===== config.mk =====
export PLATFORM = sky130hd
export DESIGN_NAME = config_mem_loader
export DESIGN_NICKNAME = d
export VERILOG_FILES = /design/src/rtl/config_mem_loader.sv
export SDC_FILE = /design/constraint.sdc
export NUM_CORES = 1
export LEC_CHECK = 0
export BUFFER_PORTS_ARGS = -buffer_cell sky130_fd_sc_hd__buf_2
export CORE_MARGIN = 2
export CORE_UTILIZATION = 40
export CTS_CLUSTER_SIZE = 25
export DETAILED_ROUTE_END_ITERATION = 12
export HOLD_SLACK_MARGIN = 0.08
export SLEW_MARGIN = 20
export SYNTH_ARGS = -nofsm -noshare
export SYNTH_HDL_FRONTEND = slang
export SYNTH_SLANG_ARGS = --single-unit
export TNS_END_PERCENT = 30

===== constraint.sdc =====
create_clock -name clk_i -period 2.7 [get_ports clk_i]
set_input_delay 0.54 -clock clk_i [delete_from_list [all_inputs] [get_ports clk_i]]
set_output_delay 0.54 -clock clk_i [all_outputs]
set_load 0.01 [all_outputs]

===== src/rtl/config_mem_loader.sv =====
// Neuron config-memory writer: unpacks a framed 32-bit word stream into mem A/B/C write strobes.
// Optional trailing XOR checksum word when CFG_CHECKSUM_EN is defined.
module config_mem_loader #(
  parameter int unsigned NUM_NURNS          = 256,
  parameter int unsigned NUM_AXONS          = 256,
  parameter int unsigned DSIZE              = 16,
  parameter int unsigned NURN_CNT_BIT_WIDTH = 8,
  parameter int unsigned AXON_CNT_BIT_WIDTH = 8,
  parameter int unsigned STDP_WIN_BIT_WIDTH = 8,
  parameter int unsigned AER_BIT_WIDTH      = 32,
  localparam int unsigned MEM_WIDTH_A = 2*STDP_WIN_BIT_WIDTH + 2*DSIZE + 1,
  localparam int unsigned MEM_WIDTH_B = 2 + 2*DSIZE + AER_BIT_WIDTH,
  localparam int unsigned ADDR_C_W    = NURN_CNT_BIT_WIDTH + AXON_CNT_BIT_WIDTH
) (
  input  logic                          clk_i,
  input  logic                          rst_n_i,
  input  logic [AER_BIT_WIDTH-1:0]      cfgWord_i,
  input  logic                          cfgValid_i,
  output logic                          cfgReady_o,
  output logic                          wrEn_Config_A_o,
  output logic [NURN_CNT_BIT_WIDTH-1:0] Addr_Config_A_o,
  output logic [MEM_WIDTH_A-1:0]        wrData_A_o,
  output logic                          wrEn_Config_B_o,
  output logic [NURN_CNT_BIT_WIDTH-1:0] Addr_Config_B_o,
  output logic [MEM_WIDTH_B-1:0]        wrData_B_o,
  output logic                          wrEn_Config_C_o,
  output logic [ADDR_C_W-1:0]           Addr_Config_C_o,
  output logic                          wrData_C_o,
  output logic                          busy_o,
  output logic                          done_o,
  output logic                          err_o
);

  localparam int unsigned W      = AER_BIT_WIDTH;
  localparam int unsigned WPE_A  = (MEM_WIDTH_A + W - 1) / W;
  localparam int unsigned WPE_B  = (MEM_WIDTH_B + W - 1) / W;
  localparam int unsigned ASM_W  = ((MEM_WIDTH_A > MEM_WIDTH_B) ? MEM_WIDTH_A : MEM_WIDTH_B) - W;
  localparam int unsigned CNT_W  = 16;
  localparam int unsigned WCNT_W = 2;
  localparam int unsigned BIT_W  = $clog2(W);
  localparam int unsigned NA_W   = NURN_CNT_BIT_WIDTH;

  localparam logic [1:0] TGT_A    = 2'b00;
  localparam logic [1:0] TGT_B    = 2'b01;
  localparam logic [1:0] TGT_C    = 2'b10;
  localparam logic [1:0] TGT_RSVD = 2'b11;

  // Address widths must cover the core's neuron and axon populations.
  if (NUM_NURNS > (1 << NURN_CNT_BIT_WIDTH) || NUM_AXONS > (1 << AXON_CNT_BIT_WIDTH)) begin : g_param_chk
    $error("config_mem_loader: address width too small for NUM_NURNS/NUM_AXONS");
  end

  typedef enum logic [2:0] {
    S_IDLE,
    S_HDR1,
    S_COLLECT,
    S_WRITE
`ifdef CFG_CHECKSUM_EN
    , S_CHK
`endif
  } state_e;

  state_e                  state_q, state_d;
  logic [1:0]              tgt_q, tgt_d;
  logic [CNT_W-1:0]        rem_q, rem_d;
  logic [ADDR_C_W-1:0]     addr_q, addr_d;
  logic [WCNT_W-1:0]       wcnt_q, wcnt_d;
  logic [BIT_W-1:0]        bit_q, bit_d;
  logic                    last_q, last_d;
  logic [ASM_W-1:0]        asm_q, asm_d;
  logic                    ready_q, ready_d;
  logic                    busy_q, busy_d;
  logic                    done_q, done_d;
  logic                    err_q, err_d;
  logic                    wr_a_q, wr_a_d, wr_b_q, wr_b_d, wr_c_q, wr_c_d;
  logic [NA_W-1:0]         addr_a_q, addr_a_d, addr_b_q, addr_b_d;
  logic [ADDR_C_W-1:0]     addr_c_q, addr_c_d;
  logic [MEM_WIDTH_A-1:0]  data_a_q, data_a_d;
  logic [MEM_WIDTH_B-1:0]  data_b_q, data_b_d;
  logic                    data_c_q, data_c_d;
`ifdef CFG_CHECKSUM_EN
  logic [W-1:0]            xor_q, xor_d;
`endif

  logic         xfer;
  logic         emit;
  logic         last_word;
  logic         c_bit;
  logic [W-1:0] c_word;

  assign xfer      = cfgValid_i & ready_q;
  assign c_word    = asm_q[W-1:0];
  assign c_bit     = (state_q == S_WRITE) ? c_word[bit_q] : cfgWord_i[0];
  assign last_word = (tgt_q == TGT_A) ? (wcnt_q == WCNT_W'(WPE_A - 1))
                                      : (wcnt_q == WCNT_W'(WPE_B - 1));

  // Next-state and registered-output logic.
  always_comb begin
    state_d  = state_q;
    tgt_d    = tgt_q;
    rem_d    = rem_q;
    addr_d   = addr_q;
    wcnt_d   = wcnt_q;
    bit_d    = bit_q;
    last_d   = last_q;
    asm_d    = asm_q;
    done_d   = 1'b0;
    err_d    = err_q;
    wr_a_d   = 1'b0;
    wr_b_d   = 1'b0;
    wr_c_d   = 1'b0;
    addr_a_d = addr_a_q;
    addr_b_d = addr_b_q;
    addr_c_d = addr_c_q;
    data_a_d = data_a_q;
    data_b_d = data_b_q;
    data_c_d = data_c_q;
    emit     = 1'b0;
`ifdef CFG_CHECKSUM_EN
    xor_d    = xor_q;
`endif

    case (state_q)
      S_IDLE: begin
        if (xfer) begin
          if (cfgWord_i[W-1:W-2] == TGT_RSVD) begin
            err_d = 1'b1;
          end else begin
            tgt_d   = cfgWord_i[W-1:W-2];
            rem_d   = cfgWord_i[CNT_W-1:0];
            state_d = S_HDR1;
`ifdef CFG_CHECKSUM_EN
            xor_d   = cfgWord_i;
`endif
          end
        end
      end
      S_HDR1: begin
        if (xfer) begin
          addr_d  = cfgWord_i[ADDR_C_W-1:0];
          wcnt_d  = '0;
          bit_d   = '0;
          last_d  = 1'b0;
          state_d = S_COLLECT;
`ifdef CFG_CHECKSUM_EN
          xor_d   = xor_q ^ cfgWord_i;
`endif
        end
      end
      S_COLLECT: begin
        if (xfer) begin
          asm_d = {asm_q[ASM_W-W-1:0], cfgWord_i};
`ifdef CFG_CHECKSUM_EN
          xor_d = xor_q ^ cfgWord_i;
`endif
          if (tgt_q == TGT_C) begin
            emit    = 1'b1;
            bit_d   = BIT_W'(1);
            state_d = S_WRITE;
          end else if (last_word) begin
            emit    = 1'b1;
            wcnt_d  = '0;
            state_d = S_WRITE;
          end else begin
            wcnt_d  = wcnt_q + WCNT_W'(1);
          end
        end
      end
      S_WRITE: begin
        // bit_q wraps to 0 once bit W-1 of a C word has been issued.
        if (last_q) begin
`ifdef CFG_CHECKSUM_EN
          state_d = S_CHK;
`else
          state_d = S_IDLE;
          done_d  = 1'b1;
`endif
        end else if (tgt_q == TGT_C && bit_q != '0) begin
          emit  = 1'b1;
          bit_d = bit_q + BIT_W'(1);
        end else begin
          state_d = S_COLLECT;
        end
      end
`ifdef CFG_CHECKSUM_EN
      S_CHK: begin
        if (xfer) begin
          if (cfgWord_i != xor_q) err_d = 1'b1;
          done_d  = 1'b1;
          state_d = S_IDLE;
        end
      end
`endif
      default: state_d = S_IDLE;
    endcase

    // One entry leaves per emit; address wraps by truncation.
    if (emit) begin
      last_d = (rem_q == '0);
      rem_d  = rem_q - CNT_W'(1);
      addr_d = addr_q + ADDR_C_W'(1);
      case (tgt_q)
        TGT_A: begin
          wr_a_d   = 1'b1;
          addr_a_d = addr_q[NA_W-1:0];
          data_a_d = {asm_q[MEM_WIDTH_A-W-1:0], cfgWord_i};
        end
        TGT_B: begin
          wr_b_d   = 1'b1;
          addr_b_d = addr_q[NA_W-1:0];
          data_b_d = {asm_q[MEM_WIDTH_B-W-1:0], cfgWord_i};
        end
        default: begin
          wr_c_d   = 1'b1;
          addr_c_d = addr_q;
          data_c_d = c_bit;
        end
      endcase
    end

    ready_d = (state_d != S_WRITE);
    busy_d  = (state_d != S_IDLE);
  end

  always_ff @(posedge clk_i or negedge rst_n_i) begin
    if (!rst_n_i) begin
      state_q  <= S_IDLE;
      tgt_q    <= '0;
      rem_q    <= '0;
      addr_q   <= '0;
      wcnt_q   <= '0;
      bit_q    <= '0;
      last_q   <= 1'b0;
      asm_q    <= '0;
      ready_q  <= 1'b1;
      busy_q   <= 1'b0;
      done_q   <= 1'b0;
      err_q    <= 1'b0;
      wr_a_q   <= 1'b0;
      wr_b_q   <= 1'b0;
      wr_c_q   <= 1'b0;
      addr_a_q <= '0;
      addr_b_q <= '0;
      addr_c_q <= '0;
      data_a_q <= '0;
      data_b_q <= '0;
      data_c_q <= 1'b0;
`ifdef CFG_CHECKSUM_EN
      xor_q    <= '0;
`endif
    end else begin
      state_q  <= state_d;
      tgt_q    <= tgt_d;
      rem_q    <= rem_d;
      addr_q   <= addr_d;
      wcnt_q   <= wcnt_d;
      bit_q    <= bit_d;
      last_q   <= last_d;
      asm_q    <= asm_d;
      ready_q  <= ready_d;
      busy_q   <= busy_d;
      done_q   <= done_d;
      err_q    <= err_d;
      wr_a_q   <= wr_a_d;
      wr_b_q   <= wr_b_d;
      wr_c_q   <= wr_c_d;
      addr_a_q <= addr_a_d;
      addr_b_q <= addr_b_d;
      addr_c_q <= addr_c_d;
      data_a_q <= data_a_d;
      data_b_q <= data_b_d;
      data_c_q <= data_c_d;
`ifdef CFG_CHECKSUM_EN
      xor_q    <= xor_d;
`endif
    end
  end

  assign cfgReady_o      = ready_q;
  assign wrEn_Config_A_o = wr_a_q;
  assign Addr_Config_A_o = addr_a_q;
  assign wrData_A_o      = data_a_q;
  assign wrEn_Config_B_o = wr_b_q;
  assign Addr_Config_B_o = addr_b_q;
  assign wrData_B_o      = data_b_q;
  assign wrEn_Config_C_o = wr_c_q;
  assign Addr_Config_C_o = addr_c_q;
  assign wrData_C_o      = data_c_q;
  assign busy_o          = busy_q;
  assign done_o          = done_q;
  assign err_o           = err_q;

endmodule


==> results of run 1 <==
flip-flops by register name (all words and copies together), names as in the netlist, 2 cells and up:
signal / count
Addr_Config_A_o: 8
Addr_Config_B_o: 8
Addr_Config_C_o: 16
addr_q: 16
asm_q: 34
bit_q: 5
rem_q: 16
state_q: 3
tgt_q: 2
wcnt_q: 2
wrData_A_o: 49
wrData_B_o: 66
logic make-up (layout without fill, tap and decap cells):
| kind of cell | Yosys count | in the layout | share of synthesized area [%] |
|---|---|---|---|
| AO/OA/AOI/OAI | 89 | 89 | 6.38 |
| adder cells (fa/ha/maj) | 5 | 5 | 0.643 |
| buffers and inverters | 47 | 275 | 2.23 |
| flip-flops | 234 | 234 | 60.2 |
| multiplexers | 188 | 188 | 22.7 |
| other | 1 | 1 | 0.0386 |
| AND/OR/NAND/NOR | 154 | 154 | 7.83 |
critical path, cell delays in order (launching register included):
cell      delay [ns]
dfrtp_1         0.34
inv_1           0.05
ha_1            0.18
nor4b_1         0.16
nor4b_2         0.35
a21o_1          0.18
buf_4           0.18
nand3_1         0.32
o31a_2          0.44
a211oi_1        0.21
metal layers:
metal,up-vias,GRT usage (%),share of wire [%]
met1,3333,25.4,44
met3,29,2.96,5.7
met2,178,31.7,49
met5,-,0,0
met4,0,4.26,1.4
li1,3037,-,-
stage by stage:
step | hold WS [ns] | area, sq um | setup WS, ns | std cells
global placement | 0.463 | 11200 | 0.307 | 1221
finish | 0.244 | 12200 | 0.201 | 1270
global route | 0.252 | 12200 | 0.00741 | 1270
floorplan | 0.244 | 9730 | 0.0195 | 718
detailed placement | 0.469 | 11200 | 0.247 | 1221
CTS | 0.230 | 12200 | 0.207 | 1270
cells in the mapped netlist, types with 3 or more instances:
library cell / instances / area [sq um]
a211oi_1: 3 / 22.5
a21o_1: 4 / 30.0
a21oi_1: 12 / 60.1
a221o_1: 5 / 50.1
a31oi_1: 3 / 18.8
and3_1: 4 / 25.0
buf_2: 14 / 70.1
buf_4: 6 / 45.0
clkbuf_1: 16 / 60.1
dfrtp_1: 233 / 5830
ha_1: 5 / 62.6
inv_1: 8 / 30.0
mux2_1: 64 / 721
mux2_2: 114 / 1280
mux4_2: 8 / 180
nand2_1: 61 / 229
nand2b_1: 5 / 31.3
nand3_1: 20 / 100
nand3b_1: 3 / 22.5
nand4_1: 3 / 18.8
nor2_1: 29 / 109
nor2b_1: 3 / 18.8
nor3_1: 10 / 50.1
o211ai_1: 13 / 97.6
o21ai_0: 21 / 105
o22ai_1: 5 / 31.3
o311ai_0: 7 / 61.3
where the power goes:
part           internal [mW]  switching (mW)
clock                   2.55            1.45
combinational          0.921           0.867
sequential              4.21           0.581
total                   7.68            2.90
path summary, 6_finish.rpt:
check,slack [ns],start,cells after the start,to
worst max register to register,0.20,bit_q[0],9,rem_q[14]
max in group asynchronous,1.38,rst_n_i,3,rem_q[13]
worst min-delay path,0.24,cfgWord_i[21],2,wrData_A_o[21]
worst max-delay path,0.20,bit_q[0],9,rem_q[14]
min in group asynchronous,0.55,rst_n_i,2,wrData_A_o[12]
worst min register to register,0.48,wrData_B_o[29],1,wrData_B_o[29]
layout make-up:
type                       count  share of cell area (%)
multi-input combinational    437                    30.1
clock inverter                15                    2.20
sequential                   234                    48.0
tap                          324                    3.32
timing repair buffer         217                    10.2
inverter                      10                   0.308
clock buffer                  33                    5.88
==> impl_metrics.ini, run 1 <==
[status]
status = completed

[global_routing]
grt_use_total_pct = 18.7
grt_start_max_net_pins = 68
antenna_found_initial = 1
grt-ovfl-total = 0
grt_pass1_wl_microns = 38200
grt_pass1_vias = 6770

[min_path]
worstHoldPathType = primary input to flip-flop

[final_layout]
area_growth_pct = 25.4
fin_nets = 966
post-route-util_pct = 50.6
nFillCells = 2138
multi_input_area_sq_mm = 0.00367
drive_gt1_share_pct = 41.9
layout_commonest_cell = dfrtp_1
regArea_sq_mm = 0.00586
n_antenna_cell = 0
mostFrequentLayoutCells = dfrtp_1 (233), buf_2 (188), mux2_2 (114)

[synth]
synth_cells = 718
synth_edf_count = 0
synth_ff_type = dfrtp_1
yosysSeqAreaShare_pct = 60.2
yosys_warnings = 0
yosysUniqueCellTypes = 59
synth-async-reset-ratio_pct = 100
synth_area_per_cell_sq_um = 13.5
netlist_area_sq_mm = 0.00973
synth_nets = 758
yosys_register_bits = 234

[drt]
postRouteAntennaNets = 0
avgRoutedWirePerCell_microns = 18.7
drtIter0Drc = 381
wirelength_microns = 23800
vias_per_cell = 5.18
drc = 0
drt_pre_antenna_iters = 5
num_vias = 6577

[timing]
slew_headroom_pct = 55.3
fin_crit_ns = 2.50
worst_pin_slew_ns = 0.662
slew_viol_final = 0
fin_tns_setup_ns = 0
timing.final.setup_violations = 0
fin_skew_ns = 0.0129
finalCritPeriodShare_pct = 92.6
hold_viol = 0
grt_setup_unrepaired = no
max_freq_mhz = 400

[floorplanning]
die_h_microns = 160
dieArea_sq_mm = 0.0256
core_sq_mm = 0.0241
die_w_microns = 160
pin_count = 190
row_count = 57
start_util_pct = 40.4

[place]
io_buffers = 189
globalplace.congestion = 0.846
dp.final_hpwl_microns = 16300

[cts]
cts_hold_buffers = 1
clock_path_buffers = 3
cts-resized-gates = 0
cts_setup_buffers = 0
numCtsBuffers = 26
cts_tree = done
ctsHtreeMaxLevel = 1
clk_latency_ns = 0.54
clk_pin_slew_ns = 0.06
cts-root-buf = clkbuf_16
clock_sinks = 234

[setup_path]
crit_path_start_kind = flip-flop
crit_required_ns = 3.13
crit_fanout = 12
crit_type = flip-flop to flip-flop
end_kind = flip-flop
cp.arrival_ns = 2.93

[flow_run]
cap_violations = 0

[power_and_ir_drop]
total_power_mw = 10.6
powerDensity_mw_per_mm2 = 868
p_leak_nw = 6.28
ir_drop_mv = 0.418
(Power assumes the default switching activity.)
==> run 2: changes to the inputs <==
PLACE_DENSITY = 0.67   (was not set)
==> run 2 against run 1 <==
Die area stayed put. Largest power group unchanged. Sequential power hardly changed. Clock power is 5% lower. Power is 1.8% lower. Sequential share of layout area hardly changed.
==> impl_metrics.ini, run 2 (same netlist as run 1, synthesis figures left out) <==
[timing]
finalCritPeriodShare_pct = 92.5
timing.final.setup_violations = 0
fin_tns_setup_ns = 0
fin_skew_ns = 0.00952
slew_viol_final = 0
max_freq_mhz = 400
fin_crit_ns = 2.50
slew_headroom_pct = 53.9
hold_viol = 0
worst_pin_slew_ns = 0.682
grt_setup_unrepaired = no

[cts]
clk_pin_slew_ns = 0.06
cts-resized-gates = 0
clk_latency_ns = 0.52
ctsHtreeMaxLevel = 1
clock_path_buffers = 3
cts-root-buf = clkbuf_16
clock_sinks = 234
cts_setup_buffers = 0
numCtsBuffers = 26
cts_tree = done

[drt]
postRouteAntennaNets = 0
drtIter0Drc = 409
drt_pre_antenna_iters = 4
vias_per_cell = 5.14
drc = 0
avgRoutedWirePerCell_microns = 18.0
num_vias = 6550
wirelength_microns = 23000

[setup_path]
cp_top_family = simple AND/OR/NAND/NOR gates
end_kind = flip-flop
crit_path_cell_trace = inv_1, ha_1, nor4b_1, nor4b_2, a21o_1, buf_4, nand3_1, o311ai_0, o211ai_1
path_buf_inv = 2
slowest_stage = o311ai_0
crit_required_ns = 3.08
crit_path_start_kind = flip-flop
slowest_delay_ns = 0.44
crit_fanout = 12
cp.arrival_ns = 2.88
crit_type = flip-flop to flip-flop

[global_routing]
grt-ovfl-total = 0
grt_pass1_vias = 6587
grt_start_max_net_pins = 67
antenna_found_initial = 1
grt_pass1_wl_microns = 37400
grt_use_total_pct = 18.3

[final_layout]
layout_commonest_cell = dfrtp_1
fin_nets = 970
finalNonFillerCells = 1275
post-route-util_pct = 50.6
drive_gt1_share_pct = 41.7
largest_reg_flops = 66
mostFrequentLayoutCells = dfrtp_1 (233), buf_2 (188), mux2_2 (114)
area_growth_pct = 25.4

[place]
dp.cells = 1225
dp.final_hpwl_microns = 15700
io_buffers = 189
globalplace.congestion = 0.878

[status]
status = completed

[min_path]
worstHoldPathType = primary input to flip-flop

[floorplanning]
pin_count = 190
die_h_microns = 160
row_count = 57
start_util_pct = 40.4
core_sq_mm = 0.0241
die_w_microns = 160
dieArea_sq_mm = 0.0256

[power_and_ir_drop]
p_leak_nw = 6.28
power_switching_mw = 2.83
clkPwrFrac_pct = 36.8
internal_power_mw = 7.55
p_comb_share_pct = 17.2
powerDensity_mw_per_mm2 = 852
swShare_pct = 27.3
power_frac_seq_pct = 46.0
ir_drop_mv = 0.488

[flow_run]
cap_violations = 0
-- run 2: cell types whose count changed in the layout (fill, tap and decap cells not counted), sizes merged, moves of 2 or more --
cell    delta
clkinv     -3
buf        +4
bufinv     -2
clkbuf     +5
-- run 2: what timing repair did --
item	in CTS	in global routing
endpoints found under the setup margin	0	1
hold endpoints to repair	60	0
hold buffers	1	0
-- run 2: cell type report --
type / instances / area [sq um]
fillers: 2168 / 11900
clock inverters: 10 / 181
well taps: 324 / 405
diodes: 1 / 2.50
repair buffers: 221 / 1290
multi-input cells: 437 / 3670
clock buffers: 38 / 757
inverters: 10 / 37.5
flip-flops and latches: 234 / 5860
-- run 2: worst register-to-register path, stage by stage (launching register included) --
cell      delay (ns)
dfrtp_1         0.35
inv_1           0.05
ha_1            0.18
nor4b_1         0.15
nor4b_2         0.35
a21o_1          0.19
buf_4           0.22
nand3_1         0.29
o311ai_0        0.44
o211ai_1        0.14
-- run 2: final timing paths --
kind | from | end | slack (ns) | cells past startpoint
setup / recovery | bit_q[0] | rem_q[12] | 0.20 | 9
hold / removal | cfgWord_i[23] | wrData_B_o[23] | 0.26 | 2
setup reg to reg | bit_q[0] | rem_q[12] | 0.20 | 9
hold reg to reg | wrData_B_o[51] | wrData_B_o[51] | 0.47 | 1
max in group asynchronous | rst_n_i | cfgReady_o | 1.42 | 3
min in group asynchronous | rst_n_i | wrData_A_o[10] | 0.57 | 2
-- run 2: metal layers --
layer	vias up	part of all wire, %	global-route usage (%)	routed length, microns
li1	3033	-	-	-
met1	3305	45	25.3	10400
met2	183	46	29.3	10600
met3	29	6.5	3.92	1500
met4	0	2.2	5.24	506
met5	-	0	0	0
-- run 2: power groups by stage --
stage	Combinational [mW]	Sequential [mW]	Clock (mW)
floorplan	0.965	4.83	0
CTS	1.82	4.79	3.91
global placement	1.78	4.82	0
finish	1.79	4.78	3.82
detailed placement	1.81	4.84	0
global route	1.98	4.90	4.09
-- run 2: per-stage QoR --
step	power, mW	worst slack, ns	hold WS (ns)	area, sq um
after detailed placement	6.66	0.244	0.463	11200
after floorplan	5.80	0.0195	0.244	9730
after global placement	6.60	0.316	0.453	11200
after global routing	11.0	0.0333	0.254	12200
final	10.4	0.202	0.262	12200
after CTS	10.5	0.212	0.252	12200
==> run 3: changes to the inputs <==
CTS_BUF_LIST = sky130_fd_sc_hd__clkbuf_2   (was not set)
==> run 3 against run 2 <==
Cell count increased by 7.1%. Largest cell class unchanged. First-iteration DRC count increased by 2.4%. Register-to-register slack improved by 0.02 ns. Sequential share of layout area increased by 0.23 points.
==> impl_metrics.ini, run 3 (same netlist as run 1, synthesis figures left out) <==
[setup_path]
r2r_cells = 9
end_kind = flip-flop
crit_fanout = 26
ff2ff_setup_slack_ns = 0.22
crit_path_start_kind = flip-flop
crit_type = flip-flop to flip-flop
crit_required_ns = 3.37
cp.arrival_ns = 3.15

[power_and_ir_drop]
p_leak_nw = 6.39
ir_drop_mv = 0.375
powerDensity_mw_per_mm2 = 743
total_power_mw = 9.01

[floorplanning]
row_count = 57
start_util_pct = 40.4
die_h_microns = 160
pin_count = 190
core_sq_mm = 0.0241
dieArea_sq_mm = 0.0256
die_w_microns = 160

[flow_run]
cap_violations = 0

[drt]
avgRoutedWirePerCell_microns = 17.3
num_vias = 6861
drc = 0
drt_pre_antenna_iters = 4
postRouteAntennaNets = 0
drtIter0Drc = 419
vias_per_cell = 5.02
wirelength_microns = 23600

[status]
status = completed

[final_layout]
regArea_sq_mm = 0.00586
nFillCells = 2259
area_growth_pct = 24.8
post-route-util_pct = 50.3
drive_gt1_share_pct = 43.6
layout_commonest_cell = dfrtp_1
mostFrequentLayoutCells = dfrtp_1 (233), buf_2 (188), mux2_2 (114)
largest_reg_flops = 66
fin_nets = 1038
finalNonFillerCells = 1366
post-route-cell-area_sq_mm = 0.0121
multi_input_area_sq_mm = 0.00367

[cts]
numCtsBuffers = 61
cts-resized-gates = 0
cts_setup_buffers = 0
ctsHtreeMaxLevel = 2
cts_tree = done
clock_path_buffers = 3
cts_hold_buffers = 34
clock_sinks = 234
cts-root-buf = clkbuf_2
clk_latency_ns = 0.85
clk_pin_slew_ns = 0.11

[timing]
fin_skew_ns = 0.0797
hold_viol = 0
timing.final.setup_violations = 0
slew_viol_final = 0
fin_tns_setup_ns = 0
finalCritPeriodShare_pct = 91.9
grt_setup_unrepaired = no
slew_headroom_pct = 54.9
fin_crit_ns = 2.48
worst_pin_slew_ns = 0.667
max_freq_mhz = 403

[global_routing]
grt_pass1_wl_microns = 38400
grt-ovfl-total = 0
antenna_found_initial = 1
grt_pass1_vias = 7050
grt_use_total_pct = 18.9
grt_start_max_net_pins = 67

[place]
dp.final_hpwl_microns = 15700
globalplace.congestion = 0.878
dpl_cell_area_sq_mm = 0.0112
io_buffers = 189
dp.cells = 1225

[min_path]
worstHoldPathType = primary input to async pin
-- run 3: cell types whose count changed in the layout (fill, tap and decap cells not counted), sizes merged --
cell,delta
bufinv,-4
clkbuf,+58
clkinv,+4
clkinvlp,+1
dlygate4sd3,+33
inv,-1
-- run 3: power by group --
group          internal, mW  switching (mW)  total [mW]
Clock                  1.02            1.39        2.42
Combinational         0.953           0.876        1.83
Sequential             4.20           0.570        4.77
-- run 3: worst paths after layout --
kind | startpoint | endpoint
min reg2reg | wrData_B_o[51] | wrData_B_o[51]
max | bit_q[0] | wrData_B_o[55]
max in group asynchronous | rst_n_i | cfgReady_o
min | rst_n_i | rem_q[10]
min in group clk_i | wrData_B_o[51] | wrData_B_o[51]
max reg2reg | bit_q[0] | wrData_B_o[55]
-- run 3: per-stage QoR --
step / setup slack, ns / hold slack [ns]
floorplan: 0.0195 / 0.244
global placement: 0.316 / 0.453
detailed placement: 0.244 / 0.463
CTS: 0.188 / 0.170
global route: 0.00507 / 0.204
finish: 0.219 / 0.249
-- run 3: critical path: stages (launching register included) --
cell	delay, ns
dfrtp_1	0.36
inv_1	0.05
ha_1	0.18
nor4b_1	0.16
nor4b_2	0.39
a21o_1	0.19
inv_2	0.07
nor3b_4	0.36
buf_12	0.24
mux2_1	0.35
-- run 3: routing by layer --
layer	vias up	global-route usage, %	share of wire [%]
met5	-	0	0
met4	0	6.06	2.0
met3	40	5.30	7.2
met2	224	30.2	47
met1	3400	25.0	44
li1	3197	-	-
-- run 3: cell type report --
class / count / area share (%)
antenna: 1 / 0.0206
sequential: 234 / 48.3
tap: 324 / 3.34
timing repair buffer: 254 / 13.3
clock inverter: 10 / 0.567
clock buffer: 96 / 3.96
multi-input combinational: 437 / 30.2
inverter: 10 / 0.309
